===== config.mk =====
export PLATFORM = sky130hd
export DESIGN_NAME = crumb_serializer
export DESIGN_NICKNAME = d
export VERILOG_FILES = /design/src/rtl/crumb_pkg.sv /design/src/rtl/crumb_len_detect.sv /design/src/rtl/crumb_serializer.sv
export SDC_FILE = /design/constraint.sdc
export NUM_CORES = 1
export LEC_CHECK = 0
export BUFFER_PORTS_ARGS = -buffer_cell sky130_fd_sc_hd__buf_4
export CAP_MARGIN = 20
export CELL_PAD_IN_SITES_DETAIL_PLACEMENT = 1
export CELL_PAD_IN_SITES_GLOBAL_PLACEMENT = 1
export CORE_MARGIN = 2
export CORE_UTILIZATION = 35
export DETAILED_ROUTE_END_ITERATION = 6
export GPL_ROUTABILITY_DRIVEN = 0
export PLACE_DENSITY = 0.69
export SLEW_MARGIN = 20
export SYNTH_ARGS = -nofsm -noshare
export SYNTH_HDL_FRONTEND = slang
export SYNTH_SLANG_ARGS = --single-unit

===== constraint.sdc =====
create_clock -name clk -period 1.4 [get_ports clk]
set_input_delay 0.28 -clock clk [delete_from_list [all_inputs] [get_ports clk]]
set_output_delay 0.28 -clock clk [all_outputs]
set_load 0.02 [all_outputs]

===== src/rtl/crumb_pkg.sv =====
// Shared constants and types for the crumb serializer slice.
// Latency: none (declarations only).
// Backpressure: not applicable.
package crumb_pkg;

    localparam int WORD_W     = 8;
    localparam int CRUMB_W    = 2;
    localparam int NUM_CRUMBS = WORD_W / CRUMB_W;
    localparam int CNT_W      = $clog2(NUM_CRUMBS + 1);
    localparam int IDX_W      = $clog2(NUM_CRUMBS);

    typedef enum logic {
        IDLE = 1'b0,
        SEND = 1'b1
    } state_t;

endpackage


===== src/rtl/crumb_len_detect.sv =====
// Crumb total for a word; trims leading zero crumbs under CRUMB_TRIM_EN, else constant 4.
// Latency: combinational.
// Backpressure: none.
module crumb_len_detect
    import crumb_pkg::*;
(
    input  logic [WORD_W-1:0] word,
    output logic [CNT_W-1:0]  total
);

`ifdef CRUMB_TRIM_EN
    // A word of all zeros still needs one crumb so the receiver sees a beat.
    always_comb begin
        if (word[7:6] != 2'b00)      total = CNT_W'(4);
        else if (word[5:4] != 2'b00) total = CNT_W'(3);
        else if (word[3:2] != 2'b00) total = CNT_W'(2);
        else                         total = CNT_W'(1);
    end
`else
    logic unused_word;

    assign unused_word = ^word;
    assign total       = CNT_W'(NUM_CRUMBS);
`endif

endmodule


===== src/rtl/crumb_serializer.sv =====
// Splits 8-bit words into 2-bit crumbs (order set by LSB_FIRST; CRUMB_TRIM_EN drops leading zero crumbs).
// Latency: first crumb valid one cycle after acceptance; back-to-back words with no bubble.
// Backpressure: valid/ready; outputs hold while out_ready is low, new word taken only in IDLE or on the last beat.
module crumb_serializer
    import crumb_pkg::*;
#(
    parameter int LSB_FIRST = 1
) (
    input  logic               clk,
    input  logic               rst_n,
    input  logic [WORD_W-1:0]  in_data,
    input  logic               in_valid,
    output logic               in_ready,
    output logic [CRUMB_W-1:0] out_data,
    output logic               out_valid,
    input  logic               out_ready,
    output logic               out_last,
    output logic               busy
);

    state_t            state_q, state_d;
    logic [WORD_W-1:0] word_q;
    logic [CNT_W-1:0]  count_q;
    logic [CNT_W-1:0]  total;
    logic [IDX_W-1:0]  idx_q;
    logic [IDX_W-1:0]  idx_start;
    logic              accept;
    logic              beat;

    crumb_len_detect u_len (
        .word  (in_data),
        .total (total)
    );

    // MSB-first starts at the highest crumb that survives trimming.
    assign idx_start = (LSB_FIRST != 0) ? '0 : IDX_W'(total - CNT_W'(1));
    assign out_data  = word_q[{idx_q, 1'b0} +: CRUMB_W];

    always_ff @(posedge clk or negedge rst_n) begin
        if (!rst_n) state_q <= IDLE;
        else        state_q <= state_d;
    end

    always_comb begin
        state_d   = state_q;
        in_ready  = 1'b0;
        out_valid = 1'b0;
        out_last  = 1'b0;
        busy      = 1'b0;
        accept    = 1'b0;
        beat      = 1'b0;
        case (state_q)
            IDLE: begin
                in_ready = 1'b1;
                accept   = in_valid;
                if (accept) state_d = SEND;
            end
            SEND: begin
                out_valid = 1'b1;
                busy      = 1'b1;
                out_last  = (count_q == CNT_W'(1));
                beat      = out_ready;
                in_ready  = out_last && out_ready;
                accept    = in_ready && in_valid;
                if (beat && out_last && !accept) state_d = IDLE;
            end
            default: state_d = IDLE;
        endcase
    end

    always_ff @(posedge clk or negedge rst_n) begin
        if (!rst_n) begin
            word_q  <= '0;
            count_q <= '0;
            idx_q   <= '0;
        end else if (accept) begin
            word_q  <= in_data;
            count_q <= total;
            idx_q   <= idx_start;
        end else if (beat) begin
            count_q <= count_q - CNT_W'(1);
            idx_q   <= (LSB_FIRST != 0) ? idx_q + IDX_W'(1) : idx_q - IDX_W'(1);
        end
    end

endmodule


=== After elaboration in Yosys (flattened, before gate mapping) ===
Cells that the tools add are included.

* Register bits: 14
* Output and inout bits: 6

* $add $sub $neg: 2
* Eq/ne operators: 1
* Shifts and indexed selects: 1
* Multiplexer cells: 12
* Bitwise operators: 1
* Reductions and logical operators: 5

{| class="wikitable"
|+ Operators with widths
! operator !! number
|-
| $shiftx A8 B4 Y2 || 1
|-
| $mux W3 || 2
|-
| $pmux W1 S2 || 3
|-
| $mux W1 || 5
|-
| $mux W2 || 2
|-
| $eq A3 B1 Y1 const B || 1
|-
| $logic_and A1 B1 Y1 || 3
|-
| $sub A3 B1 Y3 const B || 1
|-
| $add A2 B1 Y2 const B || 1
|-
| $reduce_bool A2 Y1 || 1
|-
| $logic_not A1 Y1 || 1
|-
| $not A1 Y1 || 1
|}

=== Longest topological paths before layout ===
Gate-level depths: netlist of the first run.

* Word-level depth: 7
* Gate-level depth with buffers: 5

=== By module ===
From an unflattened synthesis of the first run, not the netlist that was laid out.

* Cells, all modules: 58
* Area total of the unflattened synthesis: 777.0 um^2

{| class="wikitable"
|+ Modules (own cells, without submodules)
! module !! times used !! cells an instance !! area each (um^2) !! sequential area each (um^2)
|-
| crumb_serializer || 1 || 53 || 747.0 || 350.3
|-
| crumb_len_detect || 1 || 5 || 30.0 || 0.0
|}

=== Worst setup path before layout of the first run ===
Ideal clock, no wire load.

* Path kind: register to register
* Start point: reg count_q[1]
* End point: reg word_q[0]
* Arrival time: 1.353 ns
* Required time: 1.275 ns
* Setup slack: -0.077 ns
* Stages on the path, launching flop included: 6
* Clock period less this slack: 1.477 ns
* Path through: dfrtp_1 -> inv_1 -> ha_1 -> nand3b_4 -> a21oi_4 -> mux2_2

* Longest elaborated chain between the ends: 4

{| class="wikitable"
|+ RTL lines
! element !! RTL line !! text
|-
| from (decl) || crumb_serializer.sv:23 || <nowiki>logic [CNT_W-1:0] count_q;</nowiki>
|-
| from (signal assigned) || crumb_serializer.sv:78 || <nowiki>count_q <= total;</nowiki>
|-
| from (signal assigned) || crumb_serializer.sv:81 || <nowiki>count_q <= count_q - CNT_W'(1);</nowiki>
|-
| $eq A3 B1 Y1 || crumb_serializer.sv:61 || <nowiki>out_last = (count_q == CNT_W'(1));</nowiki>
|-
| $logic_and A1 B1 Y1 || crumb_serializer.sv:63 || <nowiki>in_ready = out_last && out_ready;</nowiki>
|-
| $logic_and A1 B1 Y1 || crumb_serializer.sv:64 || <nowiki>accept = in_ready && in_valid;</nowiki>
|-
| $pmux W1 S2 || crumb_serializer.sv:52 || <nowiki>case (state_q)</nowiki>
|-
| to (signal assigned) || crumb_serializer.sv:77 || <nowiki>word_q <= in_data;</nowiki>
|-
| to (decl) || crumb_serializer.sv:22 || <nowiki>logic [WORD_W-1:0] word_q;</nowiki>
|}

No other way between the ends.
A chain may end at the register's enable or synchronous reset.

=== Worst setup path in the final report of the first run ===
* Start point: reg idx_q[0]
* End point: out out_data[1]

* Longest elaborated chain between the ends: 1

{| class="wikitable"
|+ RTL lines
! element !! RTL line !! text
|-
| from (decl) || crumb_serializer.sv:25 || <nowiki>logic [IDX_W-1:0] idx_q;</nowiki>
|-
| from (signal assigned) || crumb_serializer.sv:79 || <nowiki>idx_q <= idx_start;</nowiki>
|-
| from (signal assigned) || crumb_serializer.sv:82 || <nowiki>idx_q <= (LSB_FIRST != 0) ? idx_q + IDX_W'(1) : idx_q - IDX_W'(1);</nowiki>
|-
| $shiftx A8 B4 Y2 || crumb_serializer.sv:37 || <nowiki>assign out_data = word_q[{idx_q, 1'b0} +: CRUMB_W];</nowiki>
|-
| to (decl) || crumb_serializer.sv:14 || <nowiki>output logic [CRUMB_W-1:0] out_data,</nowiki>
|}

No other way between the ends.

==> reports/results.ini, run 1 <==
[setup_path]
crit_required_ns=1.12
endpoint_kind=output pin
crit_slowest_cell=mux4_2
startpoint_type=register
arrival_ns=1.42
max_stage_delay_ns=0.56
path_max_fanout=3
crit_type=reg -> out
path_cells=mux4_2 -> buf_6

[sta]
period_share_pct=121
slew_violations=0
skew_ns=0.00243
slew_headroom_pct=74.0
fmax_mhz=590
hold_ws_ns=0.228
final.min_clock_period_ns=1.70
hold_viol=0
setup_slack_ns=-0.295
rsz0062_at_grt=yes
worst-slew-pin-transition_ns=0.382
setup-violations-final=16
setup-tns-final_ns=-2.88

[placed_design]
dp_hpwl_um=1230
place_inst=101
io_buffers=17

[detailed_routing]
first_pass_iters=4
route.met2.wl_um=1220
drtAntennaViolNets=0
drc_errors=0
vias=576
dr.first_iter.drc_count=9
highest_layer=met4
wl_per_cell_um=21.1
wl_um=2390
met1_length_um=1010
dr_wl_met3_um=94
viasPerCell=5.10

[status]
outcome=finished with violations
violations=negative setup slack

[clocking]
clockBufferDepth=2
cts.reportedPaths.clkPinSlew_ns=0.09
cts.sinks=14
cts_buffers=3
cts_tree=built
clk_latency_ns=0.28
htreeDepth=1
root_buffer=clkbuf_4

[logic_synthesis]
yosys.cell_count.top_type=dfrtp_1
async_flop_share_pct=100
syn_nets=66
synthesis.area_um2=679
synth_edf_count=0
synth_top_area_share_pct=51.6
syn_inst=52
synth_top_area_cell=dfrtp_1
ys_seq_area_share_pct=51.6
ys_warn_count=0
synth_seq_cells=14
synth.area.top_cells=dfrtp_1 (52%), mux2_2 (13%), mux4_2 (6.6%)
yosys-top-cells-count=dfrtp_1 (14), mux2_2 (8), nand2_1 (5)
yosysUniqueCellTypes=21
synth_flop_cell=dfrtp_1
syn_area_per_cell_um2=13.1

[global_route]
grt_pass1_wl_um=3120
grt_pass1_vias=620
grt-ovfl-total=0
antenna_found_initial=0
track_usage_pct=20.8
grt_max_degree=15

[pwr]
intPower_uw=1550
switchingPower_uw=859
comb_power_share_pct=56.4
sw_frac_of_total_pct=35.6
powerDensity_nw_per_um2=2140
power_uw=2410
clkPwrFrac_pct=12.2
max-vdd-ir-drop_mv=1.01
p_seq_share_pct=31.4
p_leak_uw=0.000530

[floorplanning]
fp.coreArea_um2=1780
die_w_um=48.1
die_area_um2=2310
start_util_pct=38.1
rows=15
die_h_um=48.1
ios=18

[layout]
nNetsFinal=103
syn_to_final_growth_pct=65.9
layoutNonFillerInstCount=113
drive_gt1_share_pct=65.9
antenna_cells=0
final_core_util_pct=63.2

[run]
max_cap_viol_count=0

[hold_path]
hp-class=in -> reg

layout by cell type (no fill, tap or decap), types with 2 or more instances in the layout:
cell type  Yosys  final
mux4_2         2      2
clkbuf_4       0      3
ha_4           0      2
dfrtp_1       14     14
inv_1          3      2
o21ai_1        0      2
buf_4          1     21
buf_6          0     12
mux2_4         0      8
nand2_1        5      4
registers in the layout, summed over array words and instances, names as in the netlist:
| name | flops |
|---|---|
| state_q | 1 |
| idx_q | 2 |
| word_q | 8 |
| count_q | 3 |
cell families (layout without fill, tap and decap cells):
kind of cell,after synthesis,count (layout),share of synthesized area (%)
DFF,14,14,51.6
muxes,11,11,21.4
and+or+nand+nor,10,10,9.21
AOI/OAI and AO/OA,9,9,9.39
buffers and inverters,5,41,3.50
adders and majority gates,2,2,3.68
xor gates and xnor gates,1,1,1.29
through the flow:
step	worst slack, ns	area, um^2
finish	-0.295	1130
global route	-0.357	1130
CTS	-0.302	1080
detailed placement	-0.0309	906
global placement	0.0162	906
floorplan	0.00906	694
power by group through the flow:
stage | Combinational, uW | Sequential [uW] | Clock, uW
2_1_floorplan | 542 | 699 | 0
3_3_place_gp | 837 | 717 | 0
3_5_place_dp | 877 | 735 | 0
4_1_cts | 1150 | 731 | 302
5_1_grt | 1440 | 774 | 325
6_report | 1360 | 757 | 294
final cells by class:
| cell class | instances | area, um^2 |
|---|---|---|
| inverter | 3 | 11.3 |
| multi-input combinational | 33 | 395 |
| clock buffer | 4 | 36.3 |
| tap | 25 | 31.3 |
| timing repair buffer | 34 | 303 |
| sequential | 14 | 350 |
| fill | 185 | 656 |
final timing paths:
check                      startpoint           to  slack (ns)  cells past startpoint
min in group asynchronous       rst_n    word_q[0]        0.38                      2
max in group asynchronous       rst_n   count_q[1]        0.85                      2
min reg2reg                 word_q[2]    word_q[2]        0.53                      1
max                          idx_q[0]  out_data[1]       -0.30                      2
max reg2reg                count_q[1]    word_q[6]       -0.22                      7
min                        in_data[3]    word_q[3]        0.23                      2
layer usage:
layer | vias to the layer above | GRT usage (%)
met5 | - | 0
met2 | 24 | 36.0
met3 | 6 | 2.26
met4 | 0 | 10.8
met1 | 289 | 25.2
li1 | 257 | -
worst max-delay path: cells and delay by family (launching register included):
kind | cells | cell delay [ns]
flops | 1 | 0.43
mux | 1 | 0.56
buf+inv | 1 | 0.15
repair_timing:
item | 4_1_cts | 5_1_grt
gates cloned | 0 | 0
buffers inserted | 5 | 3
hold buffers | 1 | 0
endpoints found under the setup margin | 13 | 19
endpoints found under the hold margin | 14 | 0
resized for setup | 23 | 11
pin swaps | 3 | 7
(Power assumes the default switching activity.)
==> run 2: changes to the inputs <==
--- a/config.mk
+++ b/config.mk
@@ -10,10 +10,11 @@
 export CELL_PAD_IN_SITES_DETAIL_PLACEMENT = 1
 export CELL_PAD_IN_SITES_GLOBAL_PLACEMENT = 1
 export CORE_MARGIN = 2
-export CORE_UTILIZATION = 35
+export CORE_UTILIZATION = 39
 export DETAILED_ROUTE_END_ITERATION = 6
 export GPL_ROUTABILITY_DRIVEN = 0
-export PLACE_DENSITY = 0.69
+export PLACE_DENSITY = 0.73
+export SETUP_SLACK_MARGIN = 0.5
 export SLEW_MARGIN = 20
 export SYNTH_ARGS = -nofsm -noshare
 export SYNTH_HDL_FRONTEND = slang
==> constraint.sdc (replaced) <==
create_clock -name clk -period 1.7 [get_ports clk]
set_input_delay 0.34 -clock clk [delete_from_list [all_inputs] [get_ports clk]]
set_output_delay 0.34 -clock clk [all_outputs]
set_load 0.02 [all_outputs]
==> reports/results.ini, run 2 (synthesized netlist as in run 1, its figures left out) <==
[clocking]
root_buffer=clkbuf_4  ; unchanged
htreeDepth=1  ; unchanged
cts_tree=built  ; unchanged
clk_latency_ns=0.28  ; about the same
cts_buffers=3  ; unchanged
clockBufferDepth=2  ; unchanged
cts.reportedPaths.clkPinSlew_ns=0.09  ; about the same
cts.sinks=14  ; unchanged

[status]
outcome=finished with violations  ; unchanged
violations=negative setup slack  ; unchanged

[sta]
rsz0062_at_grt=yes  ; unchanged
fmax_mhz=573
final.min_clock_period_ns=1.75
hold_viol=0  ; unchanged
worst-slew-pin-transition_ns=0.281  ; was 0.382 ns
slew_headroom_pct=81.2  ; was 74.0%
setup-violations-final=2  ; was 16
period_share_pct=103
slew_violations=0  ; unchanged
skew_ns=0.00439  ; was 0.00243 ns
setup_slack_ns=-0.0467  ; was -0.295 ns

[pwr]
switchingPower_uw=673  ; was 859 uW
sw_frac_of_total_pct=34.1  ; was 35.6%
p_leak_uw=0.000523  ; was 0.000530 uW
p_seq_share_pct=31.3  ; was 31.4%
max-vdd-ir-drop_mv=0.952  ; was 1.01 mV
power_uw=1970  ; was 2410 uW
clkPwrFrac_pct=12.2  ; about the same
powerDensity_nw_per_um2=1730  ; was 2140 nW/um^2
intPower_uw=1300  ; was 1550 uW
comb_power_share_pct=56.6  ; was 56.4%

[layout]
most-common-layout-cells=buf_4 (16), buf_6 (14), dfrtp_1 (12), mux2_4 (8), nand2_1 (4)  ; was buf_4 (21), dfrtp_1 (14), buf_6 (12), mux2_4 (8), nand2_1 (4)
final_core_util_pct=67.4  ; was 63.2%
nNetsFinal=100  ; was 103
reg.largest.list=word_q: 8 flops, count_q: 3 flops, idx_q: 2 flops  ; unchanged
largest_reg_flops=8  ; unchanged
top_register=word_q  ; unchanged
antenna_cells=0  ; unchanged
final_area_um2=1140  ; was 1130 um^2
layoutNonFillerInstCount=102  ; was 113
final_common_cell=buf_4  ; unchanged
fill_cells=162  ; was 185
drive_gt1_share_pct=69.4  ; was 65.9%
syn_to_final_growth_pct=67.6  ; was 65.9%

[hold_path]
holdPathStages=2  ; unchanged
hp-class=in -> reg  ; unchanged

[setup_path]
crit_required_ns=1.36  ; was 1.12 ns
arrival_ns=1.41  ; was 1.42 ns
path_cells=mux4_2 -> buf_6  ; unchanged
endpoint_kind=output pin  ; unchanged
max_stage_delay_ns=0.54  ; was 0.56 ns
crit_type=reg -> out  ; unchanged
startpoint_type=register  ; unchanged
crit_slowest_cell=mux4_2  ; unchanged
path_max_fanout=5  ; was 3
reg2regPathDepth=6  ; was 7

[placed_design]
place_inst=86  ; was 101
dp_hpwl_um=1160  ; was 1230 um
pre_cts_slack_ns=0.211  ; was -0.0309 ns
io_buffers=17  ; unchanged
placed_area_um2=846  ; was 906 um^2

[detailed_routing]
wl_per_cell_um=17.7  ; was 21.1 um
drc_errors=0  ; unchanged
first_pass_iters=2  ; was 4
viasPerCell=5.24  ; was 5.10
drtAntennaViolNets=0  ; unchanged
vias=534  ; was 576
dr.first_iter.drc_count=2  ; was 9
wl_um=1800  ; was 2390 um

[global_route]
grt_pass1_vias=600  ; was 620
grt_max_degree=15  ; unchanged
grt_pass1_wl_um=3020  ; was 3120 um
antenna_found_initial=0  ; unchanged
grt-ovfl-total=0  ; unchanged
track_usage_pct=21.8  ; was 20.8%

[floorplanning]
fp.coreArea_um2=1690  ; was 1780 um^2
start_util_pct=40.2  ; was 38.1%
die_h_um=45.7  ; was 48.1 um
ios=18  ; unchanged
die_w_um=45.7  ; was 48.1 um
rows=15  ; unchanged
die_area_um2=2090  ; was 2310 um^2

[run]
max_cap_viol_count=0  ; unchanged

==> run 2: worst paths after layout <==
kind	startpoint	to	slack [ns]
worst max-delay path	idx_q[0]	out_data[0]	-0.05
worst min-delay path	in_data[3]	word_q[3]	0.28
worst max register to register	count_q[1]	word_q[6]	0.21
worst min register to register	word_q[3]	word_q[3]	0.51
max in group asynchronous	rst_n	state_q	1.09
min in group asynchronous	rst_n	word_q[7]	0.43
==> run 2: final cells by class <==
type	count	area (um^2)	area share [%]
Clock buffer	4	36.3	3.19
Inverter	3	11.3	0.989
Multi-Input combinational cell	33	429	37.7
Sequential cell	14	353	31.0
Tap cell	17	21.3	1.87
Timing Repair Buffer	31	288	25.3
==> run 2: power groups by stage <==
stage | logic (uW) | registers, uW | clock network, uW
finish | 1120 | 617 | 240
floorplan | 448 | 576 | 0
CTS | 1040 | 612 | 247
global route | 1190 | 639 | 264
global placement | 594 | 608 | 0
detailed placement | 629 | 626 | 0
==> run 2: layer usage <==
metal,vias up,share of wire [%],track usage [%],routed length [um]
met5,-,0,0,0
met4,0,1.3,8.57,24
met3,4,2.8,6.35,51
met2,12,52,34.9,942
met1,267,44,27.8,786
li1,251,-,-,-
==> run 2: critical path, delay by kind of cell, from the launching register on <==
kind | cells | cell delay (ns)
multiplexers | 1 | 0.54
buffers and inverters | 1 | 0.15
flip-flops | 1 | 0.43
==> run 2: stage by stage <==
step                      setup TNS [ns]  hold WS (ns)
after floorplan                        0        0.0444
after global placement                 0         0.200
after detailed placement               0         0.199
after CTS                        -0.0811         0.279
after global routing              -0.194         0.269
final                            -0.0787         0.282
==> run 2: repair_timing <==
item,in CTS,in global routing
buffers inserted,10,1
setup endpoints to repair,18,19
hold buffers,1,0
pin swaps,10,7
hold endpoints to repair,14,0
resized for setup,35,5
